<file path="src/rtl/fetch_queue.sv">
// rtl/fetch_queue.sv - instruction fetch queue with redirect flush
// Fetches sequentially from a combinational-read RAM into a DEPTH-entry FIFO.
module fetch_queue #(
  parameter int          DEPTH    = 4,
  parameter logic [31:0] RESET_PC = 32'h0000_0000
) (
  input  logic        CLK,
  input  logic        CLR,
  output logic [31:0] imem_addr,
  input  logic [31:0] imem_data,
  input  logic        redirect,
  input  logic [31:0] redirect_addr,
  input  logic        deq,
  output logic [31:0] inst_out,
  output logic [31:0] pc4_out,
  output logic        valid_out,
  output logic [3:0]  count
);

  localparam int          PW        = $clog2(DEPTH);
  localparam logic [3:0]  DEPTH_C   = 4'(DEPTH);
  localparam logic [31:0] RESET_ALN = {RESET_PC[31:2], 2'b00};

  logic [31:0]   fetch_pc;
  logic [PW-1:0] head;
  logic [PW-1:0] tail;
  logic [31:0]   inst_mem [DEPTH];
  logic [31:0]   pc4_mem  [DEPTH];
  logic          push;
  logic          pop;
  logic [31:0]   fetch_pc4;

  assign imem_addr = fetch_pc;
  assign fetch_pc4 = fetch_pc + 32'd4;
  assign valid_out = (count != 4'd0);
  assign pop       = deq && valid_out && !redirect;
  // A full queue can still accept a word when the head leaves the same edge.
  assign push      = !redirect && ((count < DEPTH_C) || pop);

  // Head outputs read as NOP whenever the queue is empty, including in reset.
  assign inst_out = valid_out ? inst_mem[head] : 32'h0000_0000;
  assign pc4_out  = valid_out ? pc4_mem[head]  : 32'h0000_0000;

  always_ff @(posedge CLK or negedge CLR) begin
    if (!CLR) begin
      fetch_pc <= RESET_ALN;
      head     <= '0;
      tail     <= '0;
      count    <= 4'd0;
    end else if (redirect) begin
      fetch_pc <= {redirect_addr[31:2], 2'b00};
      head     <= '0;
      tail     <= '0;
      count    <= 4'd0;
    end else begin
      if (push) begin
        fetch_pc <= fetch_pc4;
        tail     <= tail + PW'(1);
      end
      if (pop) begin
        head <= head + PW'(1);
      end
      case ({push, pop})
        2'b10:   count <= count + 4'd1;
        2'b01:   count <= count - 4'd1;
        default: count <= count;
      endcase
    end
  end

  // Storage carries no reset; the count alone decides what is valid.
  always_ff @(posedge CLK) begin
    if (CLR && push) begin
      inst_mem[tail] <= imem_data;
      pc4_mem[tail]  <= fetch_pc4;
    end
  end

endmodule

</file>
<file path="config.mk">
export PLATFORM = sky130hd
export DESIGN_NAME = fetch_queue
export DESIGN_NICKNAME = d
export VERILOG_FILES = /design/src/rtl/fetch_queue.sv
export SDC_FILE = /design/constraint.sdc
export NUM_CORES = 1
export LEC_CHECK = 0
export BUFFER_PORTS_ARGS = -buffer_cell sky130_fd_sc_hd__clkbuf_2
export CELL_PAD_IN_SITES_DETAIL_PLACEMENT = 2
export CELL_PAD_IN_SITES_GLOBAL_PLACEMENT = 2
export CORE_ASPECT_RATIO = 1.1
export CORE_MARGIN = 5
export CORE_UTILIZATION = 30
export CTS_BUF_LIST = sky130_fd_sc_hd__clkbuf_4 sky130_fd_sc_hd__clkbuf_8 sky130_fd_sc_hd__clkbuf_16
export DETAILED_ROUTE_END_ITERATION = 8
export PLACE_DENSITY = 0.6
export SETUP_SLACK_MARGIN = 0.5
export SLEW_MARGIN = 20
export SYNTH_ARGS = -nofsm -noshare
export SYNTH_HDL_FRONTEND = slang
export SYNTH_SLANG_ARGS = --single-unit
</file>
<file path="constraint.sdc">
create_clock -name CLK -period 5.9 [get_ports CLK]
set_input_delay 0.885 -clock CLK [delete_from_list [all_inputs] [get_ports CLK]]
set_output_delay 0.885 -clock CLK [all_outputs]
set_load 0.03 [all_outputs]
</file>
==> impl_summary.log <==
[metrics] number of clock buffers inserted by TritonCTS: 34
[metrics] MaxCap Viol Count: 0
[metrics] Synth Instances: 742
[metrics] Die Height: 222 um
[metrics] crit path DAT: 2.81 ns
[metrics] sequential-to-total area share from yosys stat: 0.687
[metrics] number of endpoints failing setup at the final stage: 0
[metrics] vias after detailed routing: 7,057
[metrics] run status: finished, final reports clean
[metrics] endpoint type of the worst setup path: output port
[metrics] pin slew with the least headroom to its limit: 1.05 ns
[metrics] number of global-route vias before repair: 8,085
[metrics] Tcrit/Tclk final: 0.626
[metrics] type of the worst setup path: reg -> out
[metrics] cells resized by post-CTS repair: 0
[metrics] overall die width: 203 um
[metrics] Power Dens Cells: 492 mW/mm^2
[metrics] average wire per standard cell: 22.2 um
[metrics] critical path peak fanout: 35
[metrics] standard cell core area: 0.0403 mm^2
[metrics] area share of the leading cell type in the synthesized netlist: 0.609
[metrics] Post-Route Utilization: 0.364
[metrics] total track usage: 0.143
[metrics] combined area of all synthesized cells: 0.0122 mm^2
[metrics] HPWL after detailed placement: 20,000 um
[metrics] IR Drop Worst-Case VDD: 0.186 mV
[metrics] Routed WL: 32,100 um
[metrics] site row count: 77
[metrics] number of inserted diodes: 0
[metrics] Vias per Instance: 4.89
[metrics] maximum clock skew at final layout: 0.0211 ns
[metrics] post-route setup TNS: 0 ns
[metrics] mean cell area of the mapped netlist: 16.5 um^2
[metrics] clock latency on the worst-skew pair: 0.52 ns
[metrics] top-level I/O count: 169
[metrics] Clock Tree Root: sky130_fd_sc_hd__clkbuf_16
[metrics] clock tree from TritonCTS: done
[metrics] full die area: 0.0449 mm^2
[metrics] most common cell in the synthesized netlist: sky130_fd_sc_hd__edfxtp_1
[metrics] count of final max-slew check failures: 0
[metrics] endpoint of the worst setup timing path: pc4_out[25]
[metrics] leading post-synthesis cells by cell area: sky130_fd_sc_hd__edfxtp_1 61%, sky130_fd_sc_hd__mux4_2 11%, sky130_fd_sc_hd__dfrtp_1 7.8%
[metrics] asr flop ratio synth: 0.133
[metrics] fraction of final layout cells with drive strength greater than 1: 0.330
[metrics] r2r startpoint: imem_addr[2]
[metrics] count of hold-fix buffers inserted at cts: 0
[metrics] number of flops mapped to enable cells by yosys: 248
[metrics] clock edge transition at the registers on the reported setup and hold paths: 0.06 ns
[metrics] number of clock sinks: 286
[metrics] Worst Hold Class: in -> async
[metrics] Final Critical Period: 3.70 ns
[metrics] maximum number of pins on one net before global-route repair: 64
[metrics] Synth Register Bits: 286
[metrics] timing startpoint of the critical path: count[0]
[metrics] wire length of the first global-routing pass: 50,200 um
[metrics] headroom to the max-slew limit: 0.302
[metrics] growth of design area from synthesis to finish: 19.9%
[metrics] highest achievable clock rate: 0.271 GHz
[metrics] number of remaining DRC errors: 0
[metrics] static leakage: 0.00510 uW
[metrics] initial detailed-routing violation count: 281
[metrics] Worst Reg2Reg Path Length in Cells: 5
[metrics] Critical Path Start Type: flip-flop
[metrics] minimum hold slack: 0.450 ns
[metrics] Max clock buf depth: 3
[metrics] most used standard cells in the synthesized netlist: 248 x sky130_fd_sc_hd__edfxtp_1, 66 x sky130_fd_sc_hd__and2_1, 62 x sky130_fd_sc_hd__mux4_2, 38 x sky130_fd_sc_hd__dfrtp_1, 37 x sky130_fd_sc_hd__nand2_1
[metrics] R2R Setup Slk: 3.10 ns
[metrics] Hold Fails Final Rpt: 0
[metrics] weighted congestion reported at the end of routability-driven placement: 0.724
[metrics] sum of overflow across all layers after global routing: 0
[metrics] Data required, critical path: 5.02 ns
[metrics] number of nets in the layout: 984
[metrics] number of antenna violations at the first check in global routing: 0
[metrics] drt first pass iters: 4
[metrics] Final ANT Viol Nets: 0
[metrics] total number of H-tree levels: 2
[metrics] Setup Buffers After CTS: 0
[metrics] unrepaired setup endpoints after global routing: no
[metrics] starting density of the core: 0.304
[metrics] Most used DFF post-synth: sky130_fd_sc_hd__edfxtp_1
[metrics] number of port buffers: 162
[metrics] distinct cell type count of the synthesized netlist: 53
[metrics] most area-hungry cell type in the Yosys netlist: sky130_fd_sc_hd__edfxtp_1
[metrics] total power of the final layout: 7210 uW
[metrics] warning count from the yosys run: 0
[metrics] reg-to-reg endpoint: pc4_mem[2][22]
stage by stage:
| step | instance area (um^2) | instances | setup WS, ns |
|---|---|---|---|
| CTS | 14600 | 1442 | 2.00 |
| detailed placement | 13500 | 1383 | 2.59 |
| floorplan | 12200 | 747 | 2.68 |
| global placement | 13500 | 1383 | 2.59 |
| global route | 14700 | 1443 | 1.89 |
| finish | 14700 | 1443 | 2.20 |
worst max-delay path, cell delays in order, from the launching register on:
cell,delay (ns)
sky130_fd_sc_hd__dfrtp_1,0.44
sky130_fd_sc_hd__inv_1,0.07
sky130_fd_sc_hd__ha_1,0.21
sky130_fd_sc_hd__or3b_2,0.70
sky130_fd_sc_hd__buf_4,0.42
sky130_fd_sc_hd__and2_1,0.22
sky130_fd_sc_hd__clkbuf_2,0.22
cells in the final DEF (no fill, tap or decap), types with 12 or more instances in the layout:
cell,n
sky130_fd_sc_hd__nor3_1,14
sky130_fd_sc_hd__nand3_1,19
sky130_fd_sc_hd__a31oi_1,13
sky130_fd_sc_hd__xnor2_1,31
sky130_fd_sc_hd__dfrtp_1,36
sky130_fd_sc_hd__clkbuf_2,162
sky130_fd_sc_hd__nor2_1,31
sky130_fd_sc_hd__nand4_1,13
sky130_fd_sc_hd__mux4_2,62
sky130_fd_sc_hd__edfxtp_1,248
sky130_fd_sc_hd__o21ai_0,15
sky130_fd_sc_hd__clkbuf_16,35
sky130_fd_sc_hd__nand2_1,37
sky130_fd_sc_hd__and2_1,62
sky130_fd_sc_hd__or4_1,12
state kept, by name, summed over array words and instances (netlist names):
signal / cells
inst_mem: 128
pc4_mem: 120
imem_addr: 30
count: 4
head: 2
tail: 2
report_power, final:
part	switching (uW)	leakage (uW)	total (uW)	internal, uW
combinational	1610	0.00186	2480	869
sequential	204	0.00269	2640	2430
clock	819	0.000552	2090	1270
total	2630	0.00510	7210	4580
worst min path at each step:
stage	from	to	slack, ns	cells after the start
after CTS	CLR	imem_addr[13]	0.46	2
after global placement	tail[0]	tail[0]	0.56	2
after floorplan	tail[1]	tail[1]	0.54	2
final	CLR	imem_addr[21]	0.45	2
after detailed placement	tail[0]	tail[0]	0.58	2
after global routing	CLR	imem_addr[23]	0.48	2
kinds of logic after synthesis:
family | after synthesis | synth area share
AOI/OAI and AO/OA | 57 | 0.0302
xor gates and xnor gates | 42 | 0.0301
adders and majority gates | 9 | 0.00921
buffers and inverters | 58 | 0.0249
DFF | 286 | 0.687
muxes | 64 | 0.116
other | 1 | 0.000307
and+or+nand+nor | 225 | 0.103
layout make-up:
type,count,area (um^2)
fillers,4063,25600
flip-flops and latches,286,8410
multi-input cells,403,3560
clock buffers,45,957
repair buffers,174,913
well taps,513,642
clock inverters,14,154
inverters,8,30.0
metal layers:
layer | track usage | routed length [um] | up-vias
met2 | 0.245 | 16100 | 143
li1 | - | - | 3198
met3 | 0.0306 | 1310 | 33
met4 | 0.0307 | 494 | 0
met5 | 0 | 0 | -
met1 | 0.188 | 14200 | 3683
Note: power is estimated with default switching activity, not from simulation.
